### src/rtl/power_pattern_gen.sv
// Operand pattern source for the power-test adder: quiet, walking-one, LFSR and
// max-toggle streams with a registered expected sum and an emitted-pattern count.
//
// state  | meaning
// IDLE   | waiting for start; operands parked at zero
// RUN    | presenting patterns; one advances per cycle while ena is high
// DONE   | one-cycle end-of-burst marker; operands forced to zero
module power_pattern_gen #(
  parameter int          WIDTH = 7,
  parameter logic [15:0] SEED  = 16'hACE1,
  parameter int          CNT_W = 16
) (
  input  logic             i_clk,
  input  logic             i_rst,
  input  logic             i_ena,
  input  logic             i_start,
  input  logic             i_stop,
  input  logic [1:0]       i_mode,
  input  logic [7:0]       i_burst_len,
  output logic [WIDTH-1:0] o_op_a,
  output logic [WIDTH-1:0] o_op_b,
  output logic [WIDTH:0]   o_exp_sum,
  output logic             o_op_valid,
  output logic             o_busy,
  output logic             o_done,
  output logic [CNT_W-1:0] o_pat_cnt
);

  localparam logic [1:0] S_IDLE = 2'd0;
  localparam logic [1:0] S_RUN  = 2'd1;
  localparam logic [1:0] S_DONE = 2'd2;

  localparam logic [1:0] MODE_QUIET  = 2'd0;
  localparam logic [1:0] MODE_WALK   = 2'd1;
  localparam logic [1:0] MODE_LFSR   = 2'd2;
  localparam logic [1:0] MODE_MAXTOG = 2'd3;

  localparam logic [WIDTH-1:0] L_ONE = {{(WIDTH-1){1'b0}}, 1'b1};

  logic [1:0]       r_state;
  logic [1:0]       r_mode;
  logic [15:0]      r_lfsr;
  logic [7:0]       r_remaining;
  logic             r_burst_nz;
  logic [WIDTH-1:0] r_op_a;
  logic [WIDTH-1:0] r_op_b;
  logic [WIDTH:0]   r_exp_sum;
  logic [CNT_W-1:0] r_pat_cnt;
  logic             r_busy;
  logic             r_done;

  logic             w_emit;
  logic             w_last;
  logic [15:0]      w_lfsr_step;
  logic [WIDTH-1:0] w_first_a;
  logic [WIDTH-1:0] w_first_b;
  logic [WIDTH-1:0] w_next_a;
  logic [WIDTH-1:0] w_next_b;
  logic [WIDTH-1:0] w_walk_rot;

  assign w_emit = (r_state == S_RUN) & i_ena;
  assign w_last = w_emit & r_burst_nz & (r_remaining == 8'd1);

  always_comb begin
    w_lfsr_step = {1'b0, r_lfsr[15:1]} ^ (r_lfsr[0] ? 16'hB400 : 16'h0000);
    w_walk_rot  = {r_op_a[WIDTH-2:0], r_op_a[WIDTH-1]};

    w_first_a = '0;
    w_first_b = '0;
    case (i_mode)
      MODE_WALK:   begin w_first_a = L_ONE; w_first_b = ~L_ONE; end
      MODE_LFSR:   begin w_first_a = r_lfsr[WIDTH-1:0]; w_first_b = r_lfsr[WIDTH+7:8]; end
      MODE_MAXTOG: begin w_first_a = '1; w_first_b = '0; end
      default:     begin w_first_a = '0; w_first_b = '0; end
    endcase

    // Successors derive from what is on the bus now, so a pause simply holds it.
    w_next_a = '0;
    w_next_b = '0;
    case (r_mode)
      MODE_WALK:   begin w_next_a = w_walk_rot; w_next_b = ~w_walk_rot; end
      MODE_LFSR:   begin w_next_a = w_lfsr_step[WIDTH-1:0]; w_next_b = w_lfsr_step[WIDTH+7:8]; end
      MODE_MAXTOG: begin w_next_a = r_op_b; w_next_b = r_op_a; end
      default:     begin w_next_a = '0; w_next_b = '0; end
    endcase
  end

  always_ff @(posedge i_clk) begin
    if (i_rst) begin
      r_state     <= S_IDLE;
      r_mode      <= MODE_QUIET;
      r_lfsr      <= SEED;
      r_remaining <= '0;
      r_burst_nz  <= 1'b0;
      r_op_a      <= '0;
      r_op_b      <= '0;
      r_exp_sum   <= '0;
      r_pat_cnt   <= '0;
      r_busy      <= 1'b0;
      r_done      <= 1'b0;
    end else begin
      case (r_state)
        S_IDLE: begin
          if (i_start) begin
            r_state     <= S_RUN;
            r_busy      <= 1'b1;
            r_mode      <= i_mode;
            r_remaining <= i_burst_len;
            r_burst_nz  <= |i_burst_len;
            r_pat_cnt   <= '0;
            r_op_a      <= w_first_a;
            r_op_b      <= w_first_b;
            r_exp_sum   <= {1'b0, w_first_a} + {1'b0, w_first_b};
          end
        end
        S_RUN: begin
          if (w_emit) begin
            r_pat_cnt <= (&r_pat_cnt) ? r_pat_cnt : r_pat_cnt + 1'b1;
            if (r_mode == MODE_LFSR) r_lfsr <= w_lfsr_step;
            if (r_burst_nz) r_remaining <= r_remaining - 8'd1;
          end
          if (i_stop || w_last) begin
            r_state   <= S_DONE;
            r_busy    <= 1'b0;
            r_done    <= 1'b1;
            r_op_a    <= '0;
            r_op_b    <= '0;
            r_exp_sum <= '0;
          end else if (w_emit) begin
            r_op_a    <= w_next_a;
            r_op_b    <= w_next_b;
            r_exp_sum <= {1'b0, w_next_a} + {1'b0, w_next_b};
          end
        end
        S_DONE: begin
          r_state <= S_IDLE;
          r_done  <= 1'b0;
        end
        default: begin
          r_state <= S_IDLE;
          r_busy  <= 1'b0;
          r_done  <= 1'b0;
        end
      endcase
    end
  end

  assign o_op_a     = r_op_a;
  assign o_op_b     = r_op_b;
  assign o_exp_sum  = r_exp_sum;
  assign o_op_valid = w_emit;
  assign o_busy     = r_busy;
  assign o_done     = r_done;
  assign o_pat_cnt  = r_pat_cnt;

endmodule

### config.mk
export PLATFORM = sky130hd
export DESIGN_NAME = power_pattern_gen
export DESIGN_NICKNAME = d
export VERILOG_FILES = /design/src/rtl/power_pattern_gen.sv
export SDC_FILE = /design/constraint.sdc
export NUM_CORES = 1
export LEC_CHECK = 0
export BUFFER_PORTS_ARGS = -buffer_cell sky130_fd_sc_hd__buf_2
export CAP_MARGIN = 20
export CORE_ASPECT_RATIO = 1.1
export CORE_MARGIN = 4
export CORE_UTILIZATION = 43
export CTS_BUF_LIST = sky130_fd_sc_hd__clkbuf_8
export DETAILED_ROUTE_END_ITERATION = 10
export HOLD_SLACK_MARGIN = 0.08
export SYNTH_ARGS = -nofsm -noshare
export SYNTH_HDL_FRONTEND = slang
export SYNTH_SLANG_ARGS = --single-unit
### constraint.sdc
create_clock -name i_clk -period 2.68 [get_ports i_clk]
set_input_delay 0.268 -clock i_clk [delete_from_list [all_inputs] [get_ports i_clk]]
set_output_delay 0.268 -clock i_clk [all_outputs]
set_load 0.05 [all_outputs]
==> impl_metrics.tcl <==
set metrics [dict create \
    yosysWarningCount 0 \
    wirelength_um 11800 \
    placedInstanceArea_um2 4590 \
    cap_violations 0 \
    synth_area_um2 4220 \
    final_util_pct 50.7 \
    timing.critical_path.to_type "register" \
    clk_root_buffer_cell "sky130_fd_sc_hd__clkbuf_8" \
    yosys.cell_types.count 59 \
    setup_repair_after_global_routing_missed_its_margin "no" \
    report.final.setup_viol 0 \
    hold_viol 0 \
    tritoncts.num_buffers 9 \
    worst-setup-path-type "register to register" \
    antenna_violating_nets_post_route 0 \
    first_pass_grt_wire_length_um 19500 \
    tritoncts "yes" \
    post_drt_wl_per_cell_um 16.6 \
    period_minus_ws_final_ns 2.53 \
    synthToLayoutAreaGrowth_pct 14.1 \
    synthesis.area_per_instance_um2 7.79 \
    insertion_delay_ns 0.36 \
    die_y_um 112 \
    synth_edf_count 0 \
    min_period_over_period_pct 94.3 \
    numPortBuffers 55 \
    critPathMaxFanout 10 \
    critPathSlowestCell "sky130_fd_sc_hd__fa_2" \
    initial_utilization_pct 44.5 \
    power.density_nw_per_um2 576 \
    grt_pass1_vias 3882 \
    ios 56 \
    cellLeakagePower_nw 2.06 \
    nNetsFinal 626 \
    synth-seq-cells 69 \
    critical_path_cell_count 10 \
    pin_count_of_the_biggest_net_entering_global_routing 28 \
    routed-wl-met3_um 721 \
    final_cell_area_um2 4820 \
    syn-instance-count 542 \
    ir_drop_v 0.000276 \
    hold-worst-slack_ns 0.251 \
    clock.fmax_mhz 396 \
    routed.top_layer "met4" \
    cpLargestDelayFamily "compound AO/OA/AOI/OAI gates" \
    async_reset_ff_share_pct 0 \
    global_route.overflow_total 0 \
    crit_buf_inv 1 \
    detailroute.wirelength.met2_um 5380 \
    cp.arrival_ns 2.76 \
    first_pass_iters 5 \
    synth_seq_area_share_pct 32.7 \
    vias_per_instance 5.76 \
    skew_ns 0.0125 \
    grt.total_usage_pct 21.2 \
    post-cts-setup-buffer-count 0 \
    dr_total_vias 4091 \
    max-clock-path-buffers 2 \
    number_of_antenna_violations_at_the_first_check_in_global_routing 0 \
    slew_headroom_pct 54.4 \
    layout-drive-gt1-share_pct 16.0 \
    htree_num_levels 3 \
    gpl.final_weighted_congestion 0.999 \
    path_cells "buf_4 -> nand2b_1 -> a32o_1 -> ha_1 -> fa_2 -> a211oi_1 -> o21bai_1 -> a21oi_1 -> xnor2_1 -> a211o_1" \
    design.core.area_um2 9490 \
    floorplan.die.width_um 102 \
    design_power_total_w 0.00278 \
    status "completed" \
    worst_hold_path.num_cells 3 \
    mappedNetlistNets 580 \
    tightestPinTransition_ns 0.685 \
    placement_rows 37 \
    synth_top_flop_cell "sky130_fd_sc_hd__dfxtp_1" \
    path_clk_slew_ns 0.07 \
    drt_iter0_drc 217 \
    report.final.slew_viol_count 0 \
    critPathMaxStageDelay_ns 0.38 \
    cts.sink_count 69 \
    wl_met1_um 5350 \
    drc 0 \
    required_ns 2.92 \
    detailedPlacementHpwl_um 8780 \
    area_of_the_die_um2 11500 \
    timing.critical_path.from_type "register" \
    num_antenna_cells 0 \
    worst_r2r_path_depth 10 \
    final.setup.tns_ns 0 \
    hold_class "input pin to register" \
]
path summary, 6_finish.rpt:
| kind | slack [ns] | startpoint | to |
|---|---|---|---|
| hold reg to reg | 0.49 | o_exp_sum[0] | o_exp_sum[0] |
| hold / removal | 0.25 | i_rst | r_lfsr[7] |
| setup / recovery | 0.15 | r_mode[1] | o_exp_sum[6] |
| setup reg to reg | 0.15 | r_mode[1] | o_exp_sum[6] |
power breakdown:
part	switching, W	internal, W	leakage, nW
logic	0.000442	0.000223	1.38
registers	0.0000555	0.00108	0.564
clock network	0.000404	0.000569	0.118
cell usage after synthesis, types with 10 or more instances:
cell type,n,area [um^2]
sky130_fd_sc_hd__nand2_1,70,263
sky130_fd_sc_hd__dfxtp_1,69,1380
sky130_fd_sc_hd__nor2_1,62,233
sky130_fd_sc_hd__a21oi_1,58,290
sky130_fd_sc_hd__o21ai_0,23,115
sky130_fd_sc_hd__ha_1,21,263
sky130_fd_sc_hd__clkbuf_1,19,71.3
sky130_fd_sc_hd__a211oi_1,17,128
sky130_fd_sc_hd__nor3_1,17,85.1
sky130_fd_sc_hd__nand2b_1,14,87.6
sky130_fd_sc_hd__xor2_1,14,123
sky130_fd_sc_hd__buf_2,12,60.1
sky130_fd_sc_hd__nand3_1,11,55.1
sky130_fd_sc_hd__a21o_1,10,75.1
layout make-up:
cell class / count / area (um^2)
Fill cell: 938 / 4670
Tap cell: 117 / 146
Inverter: 9 / 33.8
Clock inverter: 5 / 75.1
Clock buffer: 11 / 151
Timing Repair Buffer: 68 / 373
Sequential cell: 69 / 1380
Multi-Input combinational cell: 431 / 2660
layout by cell type (no fill, tap or decap), types with 3 or more instances in the layout:
| cell | synthesis | final |
|---|---|---|
| sky130_fd_sc_hd__a211oi_1 | 17 | 17 |
| sky130_fd_sc_hd__a21o_1 | 10 | 10 |
| sky130_fd_sc_hd__a21oi_1 | 58 | 58 |
| sky130_fd_sc_hd__a22o_1 | 6 | 6 |
| sky130_fd_sc_hd__a311oi_1 | 4 | 4 |
| sky130_fd_sc_hd__a32o_1 | 7 | 7 |
| sky130_fd_sc_hd__and3_1 | 4 | 4 |
| sky130_fd_sc_hd__buf_2 | 12 | 55 |
| sky130_fd_sc_hd__buf_4 | 0 | 13 |
| sky130_fd_sc_hd__clkbuf_8 | 0 | 11 |
| sky130_fd_sc_hd__dfxtp_1 | 69 | 69 |
| sky130_fd_sc_hd__ha_1 | 21 | 21 |
| sky130_fd_sc_hd__inv_1 | 9 | 11 |
| sky130_fd_sc_hd__mux2i_1 | 6 | 6 |
| sky130_fd_sc_hd__nand2_1 | 70 | 70 |
| sky130_fd_sc_hd__nand2b_1 | 14 | 14 |
| sky130_fd_sc_hd__nand3_1 | 11 | 11 |
| sky130_fd_sc_hd__nand3b_1 | 7 | 7 |
| sky130_fd_sc_hd__nand4_1 | 3 | 3 |
| sky130_fd_sc_hd__nor2_1 | 62 | 62 |
| sky130_fd_sc_hd__nor2b_1 | 7 | 7 |
| sky130_fd_sc_hd__nor3_1 | 17 | 17 |
| sky130_fd_sc_hd__nor3_2 | 4 | 4 |
| sky130_fd_sc_hd__o2111ai_1 | 4 | 4 |
| sky130_fd_sc_hd__o211ai_1 | 3 | 3 |
| sky130_fd_sc_hd__o21a_1 | 4 | 4 |
| sky130_fd_sc_hd__o21ai_0 | 23 | 23 |
| sky130_fd_sc_hd__o31ai_1 | 4 | 4 |
| sky130_fd_sc_hd__or3_1 | 7 | 7 |
| sky130_fd_sc_hd__xnor2_1 | 3 | 3 |
| sky130_fd_sc_hd__xor2_1 | 14 | 14 |
per-stage QoR:
stage,instances,setup WS [ns]
2_1_floorplan,542,0.104
3_3_place_gp,694,0.153
3_5_place_dp,694,0.0212
4_1_cts,710,0.111
5_1_grt,710,0.0375
6_report,710,0.152
logic make-up (layout without fill, tap and decap cells):
family                     Yosys count  in the layout  synth area share, %
and+or+nand+nor                    224            224                 25.8
AOI/OAI and AO/OA                  160            160                 24.7
DFF                                 69             69                 32.7
buffers and inverters               42             93                 4.45
adders and majority gates           23             23                 7.17
xor gates and xnor gates            17             17                 3.53
muxes                                7              7                 1.69
tightest hold or removal path, cell delays in order:
cell,delay [ns]
sky130_fd_sc_hd__buf_2,0.10
sky130_fd_sc_hd__inv_1,0.11
sky130_fd_sc_hd__nand3_1,0.09
registers in the layout, summed over array words and instances, names as in the netlist:
signal	flops
o_busy	1
o_done	1
o_exp_sum	8
o_op_a	7
o_op_b	7
o_pat_cnt	16
r_burst_nz	1
r_lfsr	16
r_mode	2
r_remaining	8
r_state	2
per-layer routing:
layer  GRT usage (%)  up-vias
met5               0        -
met4            8.31        0
met3            4.32       31
met2            31.6      130
met1            29.9     1894
li1                -     2036
timing repair:
item | in CTS | in global routing
resized for setup | 0 | 2
hold buffers | 0 | 0
hold endpoints to repair | 0 | 0
endpoints found under the setup margin | 0 | 1
No activity file was read; power rests on OpenSTA's default activity.
